--- src/rtl/bin2bcd_seq.sv ---
// Sequential shift-and-add-3 binary-to-BCD converter, one binary bit per clock.
// Optional saturation to all-9s with an overflow flag: define BIN2BCD_SAT_EN.
module bin2bcd_seq #(
    parameter int unsigned BIN_W  = 8,
    parameter int unsigned DIGITS = 3
) (
    input  logic                  clk,
    input  logic                  rst_n,
    input  logic                  start,
    input  logic [BIN_W-1:0]      bin_in,
    output logic                  busy,
    output logic                  done,
    output logic [4*DIGITS-1:0]   bcd_out,
    output logic                  ovf
);

    localparam int unsigned BCD_W = 4 * DIGITS;
    localparam int unsigned SR_W  = BCD_W + BIN_W;
    localparam int unsigned CNT_W = (BIN_W > 1) ? $clog2(BIN_W) : 1;
    localparam logic [CNT_W-1:0] LAST = CNT_W'(BIN_W - 1);

    typedef enum logic [1:0] {
        IDLE  = 2'd0,
        SHIFT = 2'd1,
        DONE  = 2'd2
    } state_t;

    state_t            state;
    state_t            state_next;
    logic [SR_W-1:0]   sr;
    logic [SR_W-1:0]   sr_adj_c;
    logic [SR_W-1:0]   sr_shift_c;
    logic [CNT_W-1:0]  cnt;
    logic              accept_c;
    logic              last_c;
    logic              sat_c;

    // One double-dabble step: correct every digit field, then shift left.
    always_comb begin
        sr_adj_c = sr;
        for (int i = 0; i < int'(DIGITS); i++) begin
            if (sr[BIN_W + 4*i +: 4] >= 4'd5) begin
                sr_adj_c[BIN_W + 4*i +: 4] = sr[BIN_W + 4*i +: 4] + 4'd3;
            end
        end
        sr_shift_c = {sr_adj_c[SR_W-2:0], 1'b0};
    end

    always_ff @(posedge clk or negedge rst_n) begin
        if (!rst_n) begin
            state <= IDLE;
        end else begin
            state <= state_next;
        end
    end

    always_comb begin
        state_next = state;
        accept_c   = 1'b0;
        last_c     = 1'b0;
        case (state)
            IDLE: begin
                if (start) begin
                    accept_c   = 1'b1;
                    state_next = SHIFT;
                end
            end
            SHIFT: begin
                if (cnt == LAST) begin
                    last_c     = 1'b1;
                    state_next = DONE;
                end
            end
            DONE: begin
                state_next = IDLE;
            end
            default: begin
                state_next = IDLE;
            end
        endcase
    end

    // Datapath and registered outputs; the last shift edge is also the DONE entry edge.
    always_ff @(posedge clk or negedge rst_n) begin
        if (!rst_n) begin
            busy    <= 1'b0;
            done    <= 1'b0;
            bcd_out <= '0;
            sr      <= '0;
            cnt     <= '0;
        end else begin
            busy <= (state_next != IDLE);
            done <= (state_next == DONE);
            if (accept_c) begin
                sr  <= {BCD_W'(0), bin_in};
                cnt <= '0;
            end else if (state == SHIFT) begin
                sr  <= sr_shift_c;
                cnt <= cnt + CNT_W'(1);
            end
            if (last_c) begin
                bcd_out <= sat_c ? {DIGITS{4'h9}} : sr_shift_c[SR_W-1:BIN_W];
            end
        end
    end

`ifdef BIN2BCD_SAT_EN
    localparam int unsigned P_W = BIN_W + 4;

    // Largest representable value, capped just above the binary range.
    function automatic logic [P_W-1:0] sat_limit();
        logic [P_W-1:0] p;
        p = P_W'(1);
        for (int i = 0; i < int'(DIGITS); i++) begin
            if (p <= (P_W'(1) << BIN_W)) begin
                p = p * P_W'(10);
            end
        end
        return p - P_W'(1);
    endfunction

    localparam logic [P_W-1:0] LIMIT = sat_limit();

    logic sat_q;

    always_ff @(posedge clk or negedge rst_n) begin
        if (!rst_n) begin
            sat_q <= 1'b0;
            ovf   <= 1'b0;
        end else begin
            if (accept_c) begin
                sat_q <= (P_W'(bin_in) > LIMIT);
            end
            if (last_c) begin
                ovf <= sat_q;
            end
        end
    end

    assign sat_c = sat_q;
`else
    assign sat_c = 1'b0;
    assign ovf   = 1'b0;
`endif

endmodule
--- config.mk ---
export PLATFORM = sky130hd
export DESIGN_NAME = bin2bcd_seq
export DESIGN_NICKNAME = d
export VERILOG_FILES = /design/src/rtl/bin2bcd_seq.sv
export SDC_FILE = /design/constraint.sdc
export NUM_CORES = 1
export LEC_CHECK = 0
export ABC_AREA = 1
export BUFFER_PORTS_ARGS = -buffer_cell sky130_fd_sc_hd__buf_2
export CORE_ASPECT_RATIO = 1.25
export CORE_MARGIN = 2
export CORE_UTILIZATION = 55
export DETAILED_ROUTE_END_ITERATION = 6
export PLACE_DENSITY = 0.8
export SYNTH_ARGS = -nofsm -noshare
export SYNTH_HDL_FRONTEND = slang
export SYNTH_SLANG_ARGS = --single-unit
--- constraint.sdc ---
create_clock -name clk -period 1.8 [get_ports clk]
set_clock_uncertainty 0.15 [all_clocks]
set_input_delay 0.09 -clock clk [delete_from_list [all_inputs] [get_ports clk]]
set_output_delay 0.09 -clock clk [all_outputs]
set_load 0.01 [all_outputs]
==> results.txt <==
The flow ran to the end, and the final reports show no timing, DRC or antenna violations. On the final layout, the worst hold slack is 0.2222 ns. The logs give 0 for the number of antenna violations at the first check in global routing and 19 for the number of library cell types mapped by synthesis.

TritonCTS built the clock tree. The run gives 1.83 ns as the worst path required time. The net count of the finished layout is 270. Sequential cells were found to cover 53.90% of the synthesized design area. The global-route usage over all layers was 22.93%; the delay of the slowest critical-path stage was 0.40 ns. The post-layout total power is 0.003891 W. In the final routed layout, each cell accounts on average for 12.74 um. STA classifies the critical path startpoint as a flop.

Averaged over all synthesized cells, the footprint is 8.581 sq um. Max-cap check violation count: 0. The number of primary I/O pins is 26. The total standard cell area after synthesis was 1810 sq um.

Relative to the synthesized area, the layout overhead comes to 20.59%. Using the TritonRoute via totals, the vias-per-cell ratio works out to 5.253. On the critical path, the stage with the largest delay is an instance of dfrtp_1. Counting stages on the worst path, the most repeated cell is ha_1.

At the placement stage, the worst setup path has a slack of 0.2432 ns. The setup check on the worst reg-to-reg path leaves a slack of 0.24 ns. Timing would allow up to 640.0 MHz. The worst register-to-register path begins at cnt[0]. The share of layout cells above drive strength 1 was 16.67%. The tools report the capture point of the critical path as bcd_out[5]. The clock latency on the worst-skew pair was 0.29 ns. Power share of the combinational group: 42.6%. The combined buffer and inverter count along the critical path was 1. In this run the deepest clock path goes through 2 buffers. The horizontal die dimension was 55.32 um. The critical path is of the reg -> reg type. The shortest period the worst path allows is 1.562 ns. The flop and latch count out of synthesis was 39. The wire length reported by the detailed router is 3681 um.

Setup slack on the critical path of the routed design comes to 0.2376 ns. During synthesis, Yosys emitted a total of 0 warnings. Internal power comes to 0.002303 W. The floorplan step defined a die boundary enclosing 3769 sq um.

The tools report the DRC marker count from the first detailed-route iteration as 60. Floorplan core area: 3166 sq um. Counting the fill cells in the layout gives 264.

The logic depth of the worst path, buffers included was 6. The tools report the number of placement rows as 23. Input and output buffers added on the ports amount to 24. In this run the power spent charging and discharging nets is 0.001588 W. The count of H-tree levels built during CTS was 2. The total congestion overflow was 0; the power per standard cell area was 1782 nW/um^2. The first global-routing pass estimated 6520 um of wire. The run gives 0 as the number of inserted diodes. The via count of the first global-routing pass is 1538. Walking the worst path, the cells encountered are ha_1 > ha_1 > nand2_4 > inv_2 > nand3_1 > nand2_1.

The logs give 2496 um for the post-detailed-placement half-perimeter wirelength and 4 for the total iterations of the first detailed-routing run. The routed layout has 1518 vias. The maximum number of pins on one net before global-route repair is 40.

In this design, the largest share of critical-path delay is due to adder cells. The CTS sink count is 39, and the depth of the most critical reg-to-reg path is 6. The count of unresolved DRC violations after routing was 0.

The endpoint identified for the worst register-to-register timing path is bcd_out[5]. For the post-synth net total, the log shows 230. The tools report the launch point of the worst path as cnt[0].

The master cell of the clock root buffer was clkbuf_8. The fraction of power consumed by the clock network was 19.3%. STA puts the critical path data arrival time at 1.60 ns. The worst path uses 86.80% of the clock period.

The run gives 0 ns as the total negative slack. Setup repair after global routing left no endpoint under its margin. In this run the static leakage power is 1.189 nW.

The detail route stage leaves a number of antenna-violating nets equal to 0. Switching share of power: 40.81%. The die is 68.15 um tall.

Biggest fanout along the worst timing path: 18. The logs give 0.8316 for the final weighted congestion in routability-driven placement and 0 for the number of failing hold endpoints at the final stage. Cells fill 68.97% of the core in the end. VDD sags by at most 968.7 uV. The gate count after technology mapping is 211. The category of the worst setup path capture point is a flop.

Once the floorplan was initialized, standard cells occupied 57.19% of the core. Setup violations remaining at the end of the flow were counted as 0. Post-CTS repair changed the size of 0 cells. For the final count of pins violating max slew, the log shows 0. Class of the most critical hold timing path: in -> async.

The part of the total power dissipated in sequential elements was 38.1%; the CTS buffer count was 5. The clock slew seen by the registers of the worst setup and hold paths was 0.07 ns.
## area by class of cell
cell class / count / area, sq um / share of cell area [%]
flip-flops and latches: 39 / 975.9 / 44.70
multi-input cells: 150 / 730.7 / 33.47
repair buffers: 37 / 242.7 / 11.12
clock buffers: 6 / 82.58 / 3.782
inverters: 18 / 70.07 / 3.209
well taps: 37 / 46.29 / 2.120
clock inverters: 2 / 35.03 / 1.605
## cells in the mapped netlist, drive strengths merged
master  count  area share (%)
a21oi       2            0.55
buf         4             1.9
conb        1            0.21
dfrtp      39              54
ha          8             5.5
inv        18             3.9
nand2      87              19
nand3      27             7.5
nand4       6             2.1
nor2        5             1.0
o211ai      1            0.41
o21ai       9             2.7
o22ai       4             1.4
## tightest hold or removal path: stages
cell	delay, ns
dlygate4sd3_1	0.52
buf_2	0.09
buf_4	0.40
## per-layer routing
metal	GRT usage [%]	wire length (um)	up-vias
met5	0	0	-
met1	24.63	1563	720
met3	6.049	157	8
met4	11.28	61	0
li1	-	-	761
met2	42.26	1899	29
## registers in the layout, summed over array words and instances (netlist names)
| signal | cells |
|---|---|
| cnt | 3 |
| sr | 20 |
| bcd_out | 12 |
| state | 2 |
| busy | 1 |
| done | 1 |
## stage by stage
stage,instance area [sq um],std cells
CTS,2183,289
global route,2183,289
detailed placement,1966,271
floorplan,1810,211
finish,2183,289
global placement,1966,271
## power by group through the flow
stage / clock network [W] / registers (W) / logic, W
2_1_floorplan: 0 / 0.00152 / 0.00114
3_3_place_gp: 0 / 0.00148 / 0.00157
3_5_place_dp: 0 / 0.00150 / 0.00163
4_1_cts: 0.000770 / 0.00148 / 0.00167
5_1_grt: 0.000803 / 0.00153 / 0.00190
6_report: 0.000752 / 0.00148 / 0.00166
## cells in the final DEF (no fill, tap or decap), drive strengths merged, types with 4 or more instances in the layout
cell / count
buf: 27
clkbuf: 6
dfrtp: 39
dlygate4sd3: 10
ha: 8
inv: 18
nand2: 87
nand3: 27
nand4: 6
nor2: 5
o21ai: 9
o22ai: 4
## kinds of logic (layout without fill, tap and decap cells)
| group | Yosys count | count (layout) | share of synthesized area [%] |
|---|---|---|---|
| buffers and inverters | 22 | 63 | 5.736 |
| adders and majority gates | 8 | 8 | 5.529 |
| AOI/OAI and AO/OA | 16 | 16 | 5.045 |
| DFF | 39 | 39 | 53.90 |
| other | 1 | 1 | 0.2071 |
| and+or+nand+nor | 125 | 125 | 29.58 |
## worst min-delay path by stage
stage	slack, ns	depth (start not counted)	endpoint	start
floorplan	-0.36	0	bcd_out[0]	rst_n
global placement	0.02	2	sr[4]	rst_n
detailed placement	0.02	2	sr[2]	rst_n
CTS	0.24	3	sr[0]	rst_n
global route	0.27	3	cnt[0]	rst_n
finish	0.22	3	sr[2]	rst_n
## what timing repair did
item / 4_1_cts / 5_1_grt
buffers inserted: 0 / 0
hold buffers: 10 / 0
endpoints found under the hold margin: 48 / 0
Note: power is estimated with default switching activity, not from simulation.
